$ cat src/rtl/uart_tx_fifo.sv
// UART transmitter with a write FIFO and baud divider; optional line break via UART_TX_BREAK_EN.
// Latency: txd falls one cycle after a write to an empty FIFO; writes while full are dropped and flagged by wr_ovf.
module uart_tx_fifo #(
  parameter int DATA_BITS  = 8,
  parameter int FIFO_DEPTH = 8,
  parameter int DIV_W      = 16
) (
  input  logic                        clk,
  input  logic                        rst_n,
  input  logic                        en,
  input  logic [DIV_W-1:0]            baud_div,
  input  logic [1:0]                  par_mode,
  input  logic                        stop2,
  input  logic                        wr,
  input  logic [DATA_BITS-1:0]        wdat,
  output logic                        full,
  output logic                        empty,
  output logic [$clog2(FIFO_DEPTH):0] level,
  output logic                        wr_ovf,
  output logic                        busy,
  output logic                        tint,
`ifdef UART_TX_BREAK_EN
  input  logic                        brk,
`endif
  output logic                        txd
);

  localparam int AW = $clog2(FIFO_DEPTH);
  localparam int LW = AW + 1;

  typedef enum logic [2:0] {IDLE, START, DATA, PARITY, STOP} state_t;

  state_t               state;
  logic [DATA_BITS-1:0] mem [FIFO_DEPTH];
  logic [AW-1:0]        wptr, rptr;
  logic [DIV_W-1:0]     cnt, div_l;
  logic [DATA_BITS-1:0] sr;
  logic [3:0]           bitn;
  logic                 par_en, par_bit, stop2_l, stopn, brk_hold, brk_on;
  logic                 push, launch, bit_end, last_stop;

`ifdef UART_TX_BREAK_EN
  assign brk_on = brk;
`else
  assign brk_on = 1'b0;
`endif

  assign full      = level == LW'(FIFO_DEPTH);
  assign empty     = level == '0;
  assign push      = wr && !full;
  assign bit_end   = cnt == div_l;
  assign last_stop = !stop2_l || stopn;
  // A frame may start from IDLE or straight out of the final stop bit (back-to-back).
  assign launch    = en && !empty && !brk_on && !brk_hold &&
                     (state == IDLE || (state == STOP && bit_end && last_stop));

  always_ff @(posedge clk) begin
    if (push) mem[wptr] <= wdat;
  end

  always_ff @(posedge clk or negedge rst_n) begin
    if (!rst_n) begin
      wptr   <= '0;
      rptr   <= '0;
      level  <= '0;
      wr_ovf <= 1'b0;
    end else begin
      wr_ovf <= wr && full;
      if (push)   wptr <= wptr + 1'b1;
      if (launch) rptr <= rptr + 1'b1;
      if (push && !launch)      level <= level + 1'b1;
      else if (!push && launch) level <= level - 1'b1;
    end
  end

  always_ff @(posedge clk or negedge rst_n) begin
    if (!rst_n) begin
      state    <= IDLE;
      cnt      <= '0;
      div_l    <= '0;
      sr       <= '0;
      bitn     <= '0;
      par_en   <= 1'b0;
      par_bit  <= 1'b0;
      stop2_l  <= 1'b0;
      stopn    <= 1'b0;
      brk_hold <= 1'b0;
      txd      <= 1'b1;
      busy     <= 1'b0;
      tint     <= 1'b0;
    end else begin
      tint <= state == STOP && bit_end && last_stop;
      if (launch) begin
        state   <= START;
        sr      <= mem[rptr];
        div_l   <= baud_div;
        par_en  <= par_mode == 2'b01 || par_mode == 2'b10;
        par_bit <= (^mem[rptr]) ^ (par_mode == 2'b10);
        stop2_l <= stop2;
        stopn   <= 1'b0;
        bitn    <= '0;
        cnt     <= '0;
        txd     <= 1'b0;
        busy    <= 1'b1;
      end else if (state == IDLE) begin
        // cnt doubles as the post-break mark timer while idle.
        if (brk_on) begin
          txd      <= 1'b0;
          brk_hold <= 1'b1;
          cnt      <= '0;
        end else begin
          txd <= 1'b1;
          if (brk_hold) begin
            if (cnt == baud_div) begin
              brk_hold <= 1'b0;
              cnt      <= '0;
            end else begin
              cnt <= cnt + 1'b1;
            end
          end
        end
      end else if (!bit_end) begin
        cnt <= cnt + 1'b1;
      end else begin
        cnt <= '0;
        case (state)
          START: begin
            state <= DATA;
            txd   <= sr[0];
            sr    <= sr >> 1;
          end
          DATA: begin
            if (bitn == 4'(DATA_BITS - 1)) begin
              state <= par_en ? PARITY : STOP;
              txd   <= par_en ? par_bit : 1'b1;
            end else begin
              bitn <= bitn + 1'b1;
              txd  <= sr[0];
              sr   <= sr >> 1;
            end
          end
          PARITY: begin
            state <= STOP;
            txd   <= 1'b1;
          end
          STOP: begin
            if (!last_stop) begin
              stopn <= 1'b1;
            end else begin
              state <= IDLE;
              busy  <= 1'b0;
            end
          end
          default: state <= IDLE;
        endcase
      end
    end
  end

endmodule

$ cat config.mk
export PLATFORM = sky130hd
export DESIGN_NAME = uart_tx_fifo
export DESIGN_NICKNAME = d
export VERILOG_FILES = /design/src/rtl/uart_tx_fifo.sv
export SDC_FILE = /design/constraint.sdc
export NUM_CORES = 1
export LEC_CHECK = 0
export ABC_AREA = 1
export CORE_MARGIN = 1
export CORE_UTILIZATION = 35
export CTS_BUF_LIST = sky130_fd_sc_hd__clkbuf_8
export DETAILED_ROUTE_END_ITERATION = 8
export DONT_BUFFER_PORTS = 1
export GPL_TIMING_DRIVEN = 0
export SLEW_MARGIN = 10
export SYNTH_ARGS = -nofsm -noshare
export SYNTH_HDL_FRONTEND = slang
export SYNTH_SLANG_ARGS = --single-unit
$ cat constraint.sdc
create_clock -name clk -period 4.1 [get_ports clk]
set_input_delay 0.615 -clock clk [delete_from_list [all_inputs] [get_ports clk]]
set_output_delay 0.615 -clock clk [all_outputs]
set_load 0.05 [all_outputs]
== Yosys cells after proc, flatten, opt, wreduce, memory -nomap -nowiden ==
Memory sizes are Yosys's and may differ from the RTL's.
Cells that the tools add are included.
Word-level totals
  word-level logic and storage cells: 123
  memories: 1
  flip-flop bits (word level): 66
  bits of input ports: 31
  bits in writable memories: 64
Memories
  mem: depth 8, width 8, rd ports 1, clocked after memory_dff 0, wr ports 1, line 34  | logic [DATA_BITS-1:0] mem [FIFO_DEPTH];
Operators by class
  add/sub/neg operators: 6
  equal/unequal tests: 17
  reduce and logical (&&, ||, !) cells: 36
  bitwise logic cells: 2
  mux-type cells: 44
Operator list (number)
  $mux 16: 5
  $eq 16x16->1: 2
  $mux 8: 4
  $mux 4: 7
  $reduce_and 4->1: 5
  $mux 1: 19
  $mux 3: 6
  $add 16x1->16 const B: 1
  $pmux 8 s2: 1
  $ne 3x3->1 const B: 4
  $pmux 3 s4: 1
  $reduce_bool 2->1: 5
  $logic_and 1x1->1: 9
  $add 4x1->4 const B: 2
  $reduce_xor 8->1: 1
  $add 3x1->3 const B: 2
  $eq 3x2->1 const B: 2
  $logic_not 1->1: 6
  $ne 2x2->1 const B: 3
  $reduce_bool 3->1: 2
  $reduce_bool 5->1: 1
  $eq 4x3->1 const B: 1
  $eq 4x4->1 const B: 1
  $logic_not 4->1: 1
  other kinds (11): 14

== Depth between registers and ports, before layout ==
Gate-level depths: netlist (run 1).
  word-level depth: 8
  depth in mapped cells: 22
  depth with buffers taken out: 19

== Worst setup path before layout (run 1) ==
Ideal clock, no wire load.
  path type: reg2reg
  from: register level[3]
  to: register level[3]
  path buffers: 0
  stages on the path, launching flop included: 14
  setup slack: -0.069 ns
  setup time: 0.144 ns
  data arrival time: 4.025 ns
  required time: 3.956 ns
  cell sequence: dfrtp_1 > inv_1 > nor4_1 > nor2_1 > ha_1 > inv_1 > ha_1 > nand2_1 > nor2_1 > a211oi_1 > nand2_1 > nand2_1 > nor2_1 > xor2_1
Between the ends
  elaborated cells between the ends (all ways): 17
  classes of those cells: add/sub (2); eq/ne (1); mux (2); reduce/logical (12)
RTL lines
  start: declaration: line 18  | output logic [$clog2(FIFO_DEPTH):0] level,
  start signal: assignment: line 71  | if (push && !launch) level <= level + 1'b1;
  start signal: assignment: line 72  | else if (!push && launch) level <= level - 1'b1;
  $eq 4x4->1 (*): line 48  | assign full = level == LW'(FIFO_DEPTH);
  net full: line 16  | output logic full,
  $logic_not 1->1 (*): line 50  | assign push = wr && !full;
  $logic_and 1x1->1 (*): line 50
  net push: line 40  | logic push, launch, bit_end, last_stop;
  $logic_not 1->1: line 72
  $logic_and 1x1->1: line 72
  $reduce_bool 2->1 (no line)
The timed path passes the listed nets; every way through them passes the cells marked *. The select of a mux whose other input is x is not followed.
A chain may end at the register's enable or synchronous reset.

== Worst setup path after layout (run 1) ==
  from: register level[0]
  to: register level[3]
Between the ends
  longest elaborated chain between the ends: 8
  elaborated cells between the ends (all ways): 17
  classes of those cells: add/sub (2); eq/ne (1); mux (2); reduce/logical (12)
RTL lines
  parallel branches: the longest is 8 deep, another holds $sub 4x1->4
Several ways; the timed one is not identified. The select of a mux whose other input is x is not followed.

==> results_dict.tcl, run 1 <==
set metrics [dict create \
    tightest_slew_ps 1050 \
    hold_class "in2async" \
    hold_violations 0 \
    ys.flop_type "dfrtp_1" \
    critPathCapture "level[3]" \
    r2r_slack_ps 740 \
    startpoint "level[0]" \
    max-vdd-ir-drop_uv 369 \
    dp_cells 1088 \
    start_util_pct 36.2 \
    cts_tree "yes" \
    drive_gt1_share_pct 9.52 \
    avgSynthCellArea_um2 8.28 \
    gr-total-overflow 0 \
    fin_setup_tns_ps 0 \
    setup_viol 0 \
    required_ps 4410 \
    rsz0062_at_grt "false" \
    min_period_over_period_pct 81.9 \
    nets 888 \
    clockBufferDepth 2 \
    cap_violations 0 \
    drc 0 \
    first_pass_iters 5 \
    async_reset_ff_share_pct 50.8 \
    grt_use_total_pct 16.7 \
    fp-row-count 50 \
    total_power_mw 3.38 \
    cts_max_level 4 \
    worstSetupStartpointType "flip-flop" \
    cts_buffers 17 \
    grt_max_degree 67 \
    wl_per_cell_um 13.9 \
    worst_slack_ps 742 \
    dp_hpwl_um 10900 \
    ys_ff_latch 130 \
    max_freq_mhz 298 \
    cp_max_fo 10 \
    r2r_end "level[3]" \
    clkLatencyLatePin_ps 450 \
    final_cells 1121 \
    portBuffers 0 \
    skew_ps 10.4 \
    gp_routability_congestion 0.843 \
    dp_slack_ps 343 \
    status "finished, final reports clean" \
    antenna_found_initial 0 \
    synth_fp_nets 868 \
    fp.dieArea_um2 20100 \
    clk_pin_slew_ps 70 \
    num_vias 5153 \
    regArea_um2 3570 \
    power_density_nw_per_um2 439 \
    synthesis.area_um2 6850 \
    die_w_um 142 \
    place_area_um2 7190 \
    crit_path_end_kind "flip-flop" \
    cp.arrival_ps 3670 \
    cts_setup_buffers 0 \
    timing.max_slew.rel_slack_pct 29.8 \
    synth-seq-area-share_pct 52.2 \
    period_minus_slack_ps 3360 \
    yosysWarningCount 0 \
    fillers 1908 \
    viasPerCell 4.60 \
    grt_pass1_vias 4876 \
    synth_edf_count 64 \
    grt_pass1_wl_um 25300 \
    die_y_um 142 \
    ios 41 \
    r2r_start "level[0]" \
    finalInstanceArea_um2 7700 \
    syn_to_final_growth_pct 12.4 \
    yosysUniqueCellTypes 42 \
    finalMaxSlewViolations 0 \
    multi_input_area_um2 2650 \
    clock_sinks 130 \
    core_um2 19000 \
    ff2ff_path_depth 17 \
    cts_root_buffer "clkbuf_8" \
    diodes 0 \
    critPathKind "reg2reg" \
    drt_iter0_drc 383 \
    synth_cells 828 \
    drt_wl_total_um 15600 \
    final_antenna_net_count 0 \
    leakagePower_nw 3.72 \
]
-- cell usage in the layout, fill, tap and decap left out, types with 2 or more instances in the layout --
cell type / count
nand2_4: 2
nand3b_1: 2
edfxtp_1: 64
xor2_1: 26
buf_6: 4
a21oi_1: 20
clkinv_4: 2
inv_2: 6
nand3_1: 67
buf_4: 8
a31oi_1: 2
clkbuf_8: 18
nand4_1: 9
ha_1: 8
nor2_1: 45
clkinvlp_4: 3
nand2_1: 289
inv_1: 116
xnor2_1: 15
nor3_1: 7
nor2_2: 6
or2_0: 2
o21ai_0: 22
clkbuf_1: 2
nor3_2: 3
clkinv_2: 3
o21ai_1: 8
dfrtp_1: 65
bufinv_16: 6
buf_2: 13
-- cell type report --
cell class,instances,area share [%]
plain buffers,28,2.37
clock buffers,18,3.22
clock inverters,14,3.05
inverters,123,5.99
multi-input cells,547,34.4
flip-flops and latches,130,46.4
well taps,260,4.22
repair buffers,1,0.357
-- metal layers --
metal	routed length, um	part of all wire, %	vias to the layer above	GRT usage, %
met5	0	0	-	0
met4	302	1.9	0	6.45
met3	752	4.8	23	4.17
met2	7040	45	114	25.3
met1	7530	48	2376	23.0
li1	-	-	2640	-
-- critical path, cell delays in order, from the launching register on --
cell and delay [ps]:
dfrtp_1 770, inv_1 160, nand4_1 270, nand3_1 170, inv_1 130, nand2_4 100
buf_6 160, buf_6 150, ha_1 220, inv_1 120, ha_1 280, nand2_1 70
nor2_1 40, a211oi_1 260, nand2_1 80, nand2_1 60, nor2_1 40, xor2_1 130
-- cell usage after synthesis, types with 2 or more instances --
cell type | n | area, um2
a21oi_1 | 20 | 100
a31oi_1 | 2 | 12.5
buf_2 | 13 | 65.1
buf_4 | 8 | 60.1
buf_6 | 4 | 45.0
clkbuf_1 | 2 | 7.51
dfrtp_1 | 65 | 1630
edfxtp_1 | 64 | 1920
ha_1 | 8 | 100
inv_1 | 116 | 435
inv_2 | 6 | 22.5
nand2_1 | 289 | 1080
nand2_4 | 2 | 22.5
nand3_1 | 67 | 335
nand3b_1 | 2 | 15.0
nand4_1 | 9 | 56.3
nor2_1 | 45 | 169
nor2_2 | 6 | 37.5
nor3_1 | 7 | 35.0
nor3_2 | 3 | 30.0
o21ai_0 | 22 | 110
o21ai_1 | 8 | 40.0
or2_0 | 2 | 12.5
xnor2_1 | 15 | 131
xor2_1 | 26 | 228
-- logic make-up (layout without fill, tap and decap cells) --
| family | Yosys count | in the layout | synth area share (%) |
|---|---|---|---|
| AO/OA/AOI/OAI | 59 | 59 | 4.64 |
| XOR/XNOR | 41 | 41 | 5.24 |
| adder cells (fa/ha/maj) | 9 | 9 | 1.75 |
| buffers and inverters | 151 | 184 | 9.40 |
| flip-flops | 130 | 130 | 52.2 |
| AND/OR/NAND/NOR | 438 | 438 | 26.8 |
-- how the worst min path moves through the flow --
stage           from       end  slack [ps]  cells after the start
2_1_floorplan  rst_n   bitn[0]         320                      0
3_3_place_gp   rst_n      tint         320                      0
3_5_place_dp   rst_n      busy         320                      0
4_1_cts        rst_n  div_l[5]          40                      1
5_1_grt        rst_n      tint          40                      1
6_report       rst_n      tint          50                      1
-- timing repair --
item,4_1_cts,5_1_grt
hold buffers,1,0
resized for setup,0,0
hold endpoints to repair,66,0
-- power by group --
part / switching [mW] / internal, mW
logic: 0.285 / 0.125
registers: 0.146 / 1.51
clock network: 0.519 / 0.799
total: 0.951 / 2.43
-- state kept, by name, indices dropped and copies added (netlist names), 3 cells and up --
name / count
bitn: 4
mem: 64
cnt: 16
wptr: 3
sr: 8
state: 3
level: 4
div_l: 16
rptr: 3
-- through the flow --
stage	util (%)	hold WS (ps)
floorplan	-	319
global placement	37.9	323
detailed placement	37.9	322
CTS	40.6	36.4
global route	40.6	43.5
finish	40.6	49.1
Note: power is estimated with default switching activity, not from simulation.
==> run 2, diff against run 1 <==
==> constraint.sdc (replaced) <==
create_clock -name clk -period 3 [get_ports clk]
set_input_delay 0.45 -clock clk [delete_from_list [all_inputs] [get_ports clk]]
set_output_delay 0.45 -clock clk [all_outputs]
set_load 0.05 [all_outputs]
==> run 2 against run 1 <==
  * Sequential power grew 38%
  * Design area fell by 0.75%
  * Via count increased by 1.0%
  * Worst hold slack better by 35 ps
  * Critical path depth rose by 1
  * Maximum frequency is 18% higher
  * Power rose by 24%
  * Die area did not move
  * Largest cell class unchanged
==> results_dict.tcl, run 2 (synthesis results as in run 1) <==
set metrics [dict create \
    largest_reg_flops 64 \
    drt_iter0_drc 350 \
    sw_frac_of_total_pct 32.3 \
    drt_wl_total_um 15800 \
    first_pass_iters 5 \
    top_layer_used "met4" \
    diodes 0 \
    crit_path_end_kind "flip-flop" \
    biggestRegsByFlops "mem x64, cnt x16, div_l x16" \
    die_y_um 142 \
    start_util_pct 36.2 \
    min_path_cells 0 \
    mostFrequentLayoutCells "289 x nand2_1, 115 x inv_1, 66 x nand3_1" \
    wl_met1_um 7500 \
    critPathKind "reg2reg" \
    mostFrequentLayoutCell "nand2_1" \
    antenna_found_initial 0 \
    syn_to_final_growth_pct 11.6 \
    clock_sinks 130 \
    num_vias 5207 \
    required_ps 3340 \
    wl_met2_um 7300 \
    nets 890 \
    total_power_mw 4.20 \
    cts_max_level 4 \
    tightest_slew_ps 1000 \
    rsz0062_at_grt "false" \
    r2r_end "level[3]" \
    gr-total-overflow 0 \
    worstSetupStartpointType "flip-flop" \
    wl_per_cell_um 14.0 \
    grt_pass1_vias 4905 \
    cp_max_fo 13 \
    r2r_start "cnt[14]" \
    max-vdd-ir-drop_uv 596 \
    setup_viol 0 \
    power_density_nw_per_um2 549 \
    cts_root_buffer "clkbuf_8" \
    grt_max_degree 67 \
    timing.max_slew.rel_slack_pct 33.1 \
    hold_ws_ps 84.0 \
    final_antenna_net_count 0 \
    p_sw_mw 1.36 \
    fp-row-count 50 \
    drc 0 \
    cts_tree "yes" \
    min_period_over_period_pct 94.5 \
    postLayoutCoreUtil_pct 40.3 \
    finalMaxSlewViolations 0 \
    p_clk_share_pct 31.6 \
    r2r_slack_ps 170 \
    period_minus_slack_ps 2830 \
    hp-start "wdat[0]" \
    fp.dieArea_um2 20100 \
    regMostFlops "mem" \
    gp_routability_congestion 0.862 \
    portBuffers 0 \
    hold_violations 0 \
    clockBufferDepth 2 \
    ios 41 \
    cap_violations 0 \
    ff2ff_path_depth 18 \
    clkLatencyLatePin_ps 460 \
    startpoint "cnt[14]" \
    seq_power_share_pct 54.2 \
    status "finished, final reports clean" \
    core_um2 19000 \
    pwr-share-comb_pct 14.2 \
    grt_use_total_pct 16.9 \
    max_freq_mhz 353 \
    hold_end "mem[0][0]" \
    drive_gt1_share_pct 10.8 \
    grt_pass1_wl_um 25600 \
    skew_ps 10.0 \
    hold_class "in2reg" \
    wl_met3_um 764 \
    internal_power_mw 2.85 \
    cts_buffers 17 \
    clk_pin_slew_ps 80 \
    leakagePower_nw 3.65 \
    viasPerCell 4.64 \
    cp.arrival_ps 3170 \
    die_w_um 142 \
    dp_hpwl_um 10900 \
]
[run 2: changes by cell type in the layout (fill, tap and decap cells not counted), sizes merged]
cell         delta
inv             +4
bufinv          -6
clkinv          +2
dlygate4sd3     +1
nand2           +1
clkbuf          -1
clkinvlp        +1
[run 2: what timing repair did]
action,in CTS,in global routing
gates cloned,0,1
endpoints found under the hold margin,66,0
setup endpoints to repair,1,1
buffers inserted,1,1
pin swaps,6,9
hold buffers,2,0
gates resized for setup,12,5
[run 2: final cells by class]
type / count / area, um2
fill: 1921 / 11300
sequential: 130 / 3580
multi-input combinational: 548 / 2720
inverter: 123 / 462
tap: 260 / 325
clock buffer: 17 / 234
buffer: 26 / 160
clock inverter: 15 / 111
timing repair buffer: 4 / 52.6
[run 2: stage by stage]
stage	TNS [ps]	area (um2)	instances	setup slack, ps
floorplan	0	6870	828	8.86
global placement	-279	7190	1088	-279
detailed placement	-274	7190	1088	-274
CTS	0	7620	1122	1.67
global route	0	7650	1123	42.8
finish	0	7650	1123	165
[run 2: worst max path at each step]
stage,endpoint,cells after the start
after CTS,level[3],19
after detailed placement,level[3],17
after global routing,level[3],17
after global placement,level[3],17
final,level[3],18
after floorplan,level[3],13
[run 2: critical path, cell delays in order, from the launching register on]
cell and delay (ps):
dfrtp_1 380, buf_6 140, xor2_1 140, nor2_1 170
nand4_1 230, nor2_2 210, nand3_2 120, nand2_4 110
nand2_8 100, ha_4 200, inv_2 80, ha_1 220
nand2_1 70, nor2_1 40, a211oi_2 170, nand2_1 70
nand2_1 60, nor2_1 50, xor2_1 140
[run 2: metal layers]
| layer | global-route usage [%] | vias up |
|---|---|---|
| met5 | 0 | - |
| met1 | 22.6 | 2431 |
| met3 | 3.97 | 18 |
| met2 | 26.7 | 111 |
| li1 | - | 2647 |
| met4 | 6.40 | 0 |
[run 2: power groups by stage]
| stage | clock [mW] | combinational [mW] | sequential, mW |
|---|---|---|---|
| 2_1_floorplan | 0 | 0.420 | 2.28 |
| 3_3_place_gp | 0 | 0.528 | 2.30 |
| 3_5_place_dp | 0 | 0.536 | 2.30 |
| 4_1_cts | 1.36 | 0.593 | 2.27 |
| 5_1_grt | 1.44 | 0.690 | 2.30 |
| 6_report | 1.33 | 0.597 | 2.28 |
==> run 3, diff against run 2 <==
--- a/config.mk
+++ b/config.mk
@@ -12,7 +12,7 @@
 export DETAILED_ROUTE_END_ITERATION = 8
 export DONT_BUFFER_PORTS = 1
 export GPL_TIMING_DRIVEN = 0
-export SLEW_MARGIN = 10
+export SLEW_MARGIN = 20
 export SYNTH_ARGS = -nofsm -noshare
 export SYNTH_HDL_FRONTEND = slang
 export SYNTH_SLANG_ARGS = --single-unit
==> results of run 3 <==
Final layout, timing and power as in run 2 (identical DEF).
==> RTL change 1, RTL diff (settings of run 3) <==
`FIFO_DEPTH`: 8 -> 4.
--- a/src/rtl/uart_tx_fifo.sv
+++ b/src/rtl/uart_tx_fifo.sv
@@ -2,7 +2,7 @@
 // Latency: txd falls one cycle after a write to an empty FIFO; writes while full are dropped and flagged by wr_ovf.
 module uart_tx_fifo #(
   parameter int DATA_BITS  = 8,
-  parameter int FIFO_DEPTH = 8,
+  parameter int FIFO_DEPTH = 4,
   parameter int DIV_W      = 16
 ) (
   input  logic                        clk,
Ports: changed (resized level); port bits go from 41 to 40. The function was not compared with the original's and may differ.
==> RTL change 1 against run 3 <==
Cell count down 25%. Critical path type unchanged. Total power is 21% higher. Worst setup slack gained 0.054 ns. Area after synthesis shrank 25%. Final area decreased by 27%. Routed wire length decreased by 28%. Worst hold slack gained 0.084 ns. Sequential cell count decreased by 35.
==> RTL change 1: results <==
set metrics [dict create \
    vdd_drop_max_v 0.0003880 \
    nets 701 \
    post_cts_buffers 0 \
    fin_crit_ns 2.780 \
    r2r_cells 12 \
    cp.arrival_ns 3.03 \
    yosysSeqAreaShare_pct 49.39 \
    grt_first_pass_wirelength_um 18750 \
    pwr-share-seq_pct 40.3 \
    synth_nets 688 \
    place.gp.congestion 0.8443 \
    place.detailed.hpwl_um 8328 \
    grt_pass1_vias 3989 \
    internal-power_w 0.002831 \
    preCtsSetupSlack_ns -0.09638 \
    clkTransAtPathRegs_ns 0.10 \
    cts_buffers 9 \
    fin_skew_ns 0.01811 \
    path_delay_family "adder cells" \
    synth_xor_area_share_pct 5.794 \
    drtPass1Iterations 4 \
    netSwitchingPower_w 0.002253 \
    cp_max_fo 10 \
    r2r_slack_ns 0.22 \
    synth_cells 648 \
    num-fill-cells 1393 \
    ys_types 30 \
    grt_max_degree 64 \
    ys_async_sr_fraction_pct 66.32 \
    synth_compound_area_share_pct 4.674 \
    critPathMaxStageDelay_ns 0.54 \
    cellLeakagePower_nw 2.725 \
    synth_edf_count 32 \
    vias 4082 \
    largest_registers "mem: 32 flops, cnt: 16 flops, div_l: 16 flops" \
    relSlewSlack_pct 41.74 \
    reg2reg_to "level[2]" \
    status "finished clean" \
]
-- RTL change 1: cell types whose count changed after synthesis, moves of 8 or more --
cell	before	now
inv_1	116	53
nand2_1	289	248
edfxtp_1	64	32
nand3_1	67	45
nor2_1	45	56
xnor2_1	15	4
o21ai_1	8	16
-- RTL change 1: cell type report --
cell class / instances / area (um2) / share of cell area, %
flip-flops and latches: 95 / 2541 / 45.23
multi-input cells: 472 / 2277 / 40.53
well taps: 180 / 225.2 / 4.009
clock inverters: 7 / 80.08 / 1.425
inverters: 64 / 241.5 / 4.298
clock buffers: 9 / 123.9 / 2.205
repair buffers: 2 / 37.54 / 0.6682
plain buffers: 17 / 91.34 / 1.626
-- RTL change 1: routing by layer --
| layer | wire length [um] | vias to the layer above | GRT usage (%) |
|---|---|---|---|
| met5 | 0 | - | 0 |
| met4 | 175 | 0 | 5.045 |
| met3 | 487 | 14 | 3.828 |
| met2 | 5805 | 69 | 29.33 |
| met1 | 4894 | 1927 | 18.57 |
| li1 | - | 2072 | - |
==> RTL change 2, RTL diff (settings of run 3) <==
Made on the original files. Register the output `level` once more; this adds one clock of latency there. The other outputs are not delayed to match.
--- a/src/rtl/uart_tx_fifo.sv
+++ b/src/rtl/uart_tx_fifo.sv
@@ -30,6 +30,8 @@
 
   typedef enum logic [2:0] {IDLE, START, DATA, PARITY, STOP} state_t;
 
+  logic [$clog2(FIFO_DEPTH):0] level_s0;
+
   state_t               state;
   logic [DATA_BITS-1:0] mem [FIFO_DEPTH];
   logic [AW-1:0]        wptr, rptr;
@@ -45,8 +47,8 @@
   assign brk_on = 1'b0;
 `endif
 
-  assign full      = level == LW'(FIFO_DEPTH);
-  assign empty     = level == '0;
+  assign full      = level_s0 == LW'(FIFO_DEPTH);
+  assign empty     = level_s0 == '0;
   assign push      = wr && !full;
   assign bit_end   = cnt == div_l;
   assign last_stop = !stop2_l || stopn;
@@ -62,14 +64,14 @@
     if (!rst_n) begin
       wptr   <= '0;
       rptr   <= '0;
-      level  <= '0;
+      level_s0 <= '0;
       wr_ovf <= 1'b0;
     end else begin
       wr_ovf <= wr && full;
       if (push)   wptr <= wptr + 1'b1;
       if (launch) rptr <= rptr + 1'b1;
-      if (push && !launch)      level <= level + 1'b1;
-      else if (!push && launch) level <= level - 1'b1;
+      if (push && !launch)      level_s0 <= level_s0 + 1'b1;
+      else if (!push && launch) level_s0 <= level_s0 - 1'b1;
     end
   end
 
@@ -157,5 +159,9 @@
     end
   end
 
+  always_ff @(posedge clk) begin
+    level <= level_s0;
+  end
+
 endmodule
 
Check against the original RTL: not equivalent (Yosys sat finds a counterexample within 4 cycles, from zero or initial values and one cycle with rst_n low).
==> RTL change 2 against run 3 <==
Sequential cell count is 4 higher. Routed wire length is 3.0% lower. Area after synthesis is 0.27% higher. Worst setup slack better by 0.028 ns. Sequential share of layout area is 0.066 points higher. Final area is 1.9% higher. Largest power group unchanged. Total power is 19% higher.
==> RTL change 2: results <==
set metrics [dict create \
    yosysSeqAreaShare_pct 53.18 \
    fin_skew_ns 0.01199 \
    grt_max_degree 67 \
    dr_wl_met3_um 727 \
    r2r_slack_ns 0.19 \
    synth_nets 856 \
    synth.top_cells.by_area "edfxtp_1, dfrtp_1, nand2_1, inv_1, nand3_1" \
    r2r_cells 14 \
    dr_wl_met2_um 6918 \
    grt_pass1_vias 4869 \
    postCtsResizedCells 10 \
    reg2reg_from "level_s0[1]" \
    drtPass1Iterations 5 \
    largest_registers "mem: 64 flops, cnt: 16 flops, div_l: 16 flops" \
    status "finished clean" \
    root_buffer "clkbuf_8" \
    cts_buffers 17 \
    worstMarginPinSlew_ns 1.029 \
    port_buffers 0 \
    grt_util_met3_pct 4.610 \
    cp.arrival_ns 3.20 \
    track_usage_pct 16.44 \
    use_met2_pct 25.18 \
    use_met1_pct 21.67 \
    reg2reg_to "level_s0[3]" \
    vias 5129 \
    avgSynthCellArea_um2 8.423 \
    clkTransAtPathRegs_ns 0.08 \
    place_inst 1076 \
    vdd_drop_max_v 0.0005561 \
    place.gp.congestion 0.8128 \
    cts_hold_buffers 2 \
    crit_slowest_cell "nor3_4" \
    grt_first_pass_wirelength_um 24870 \
    place.detailed.hpwl_um 10450 \
    synth_fa_ha_area_share_pct 1.748 \
    ys_top_cells_by_count "nand2_1, inv_1, dfrtp_1, edfxtp_1, nand3_1" \
    drt_iter0_drc 338 \
    synth_compound_area_share_pct 3.586 \
    final-setup-viol-count 0 \
    clk_path_buf_depth 2 \
    critPathMaxStageDelay_ns 0.62 \
    drt-total-wl_um 15300 \
    ys_async_sr_fraction_pct 49.25 \
    maxUsedRoutingLayer "met4" \
    yosysWarningCount 0 \
    drt-met1-wl_um 7368 \
    post_cts_buffers 5 \
    cellLeakagePower_nw 3.711 \
    ys_types 41 \
    path_delay_family "simple AND/OR/NAND/NOR gates" \
    diodes 0 \
    wl_per_cell_um 13.66 \
    synth_xor_area_share_pct 4.588 \
    hp-start "wdat[3]" \
    drive_gt1_share_pct 13.49 \
    cp_max_fo 4 \
    holdPathEnd "mem[7][3]" \
    nets 887 \
]
[RTL change 2: cell count changes in the layout (fill, tap and decap cells not counted), sizes merged, moves of 3 or more]
cell	delta
xnor2	-3
bufinv	+3
nor2	+5
nand2	+18
a21oi	-13
nor4	+3
nand3	-5
o21ai	+3
inv	-16
buf	+7
dfxtp	+4
[RTL change 2: how the worst max path moves through the flow]
| stage | endpoint | slack [ns] | depth (start not counted) |
|---|---|---|---|
| CTS | level_s0[3] | 0.001 | 16 |
| global placement | level_s0[3] | -0.36 | 16 |
| floorplan | level_s0[3] | 0.01 | 16 |
| global route | level_s0[3] | 0.002 | 14 |
| detailed placement | level_s0[3] | -0.36 | 16 |
| finish | level_s0[3] | 0.19 | 14 |
[RTL change 2: per-stage QoR]
stage | TNS, ns | hold slack (ns) | area [um2] | util [%] | worst slack [ns]
global route | 0 | 0.03801 | 7791 | 41.10 | 0.001654
finish | 0 | 0.07999 | 7791 | 41.10 | 0.1928
floorplan | 0 | 0.1544 | 6898 | - | 0.01435
CTS | 0 | 0.05056 | 7746 | 40.86 | 0.001222
global placement | -0.4294 | 0.1573 | 7223 | 38.11 | -0.3588
detailed placement | -0.4376 | 0.1574 | 7223 | 38.11 | -0.3614
[RTL change 2: power by group]
group	internal [W]	total [W]	leakage (nW)	switching (W)
combinational	0.000378	0.000982	2.06	0.000605
sequential	0.00220	0.00246	1.44	0.000262
clock	0.000837	0.00158	0.207	0.000739
[RTL change 2: layout make-up]
| class | instances | area (um2) |
|---|---|---|
| buffer | 22 | 148.9 |
| clock buffer | 18 | 247.7 |
| clock inverter | 14 | 161.4 |
| fill | 1884 | 11160 |
| inverter | 110 | 425.4 |
| multi-input combinational | 549 | 2705 |
| sequential | 134 | 3657 |
| tap | 260 | 325.3 |
| timing repair buffer | 13 | 120.1 |
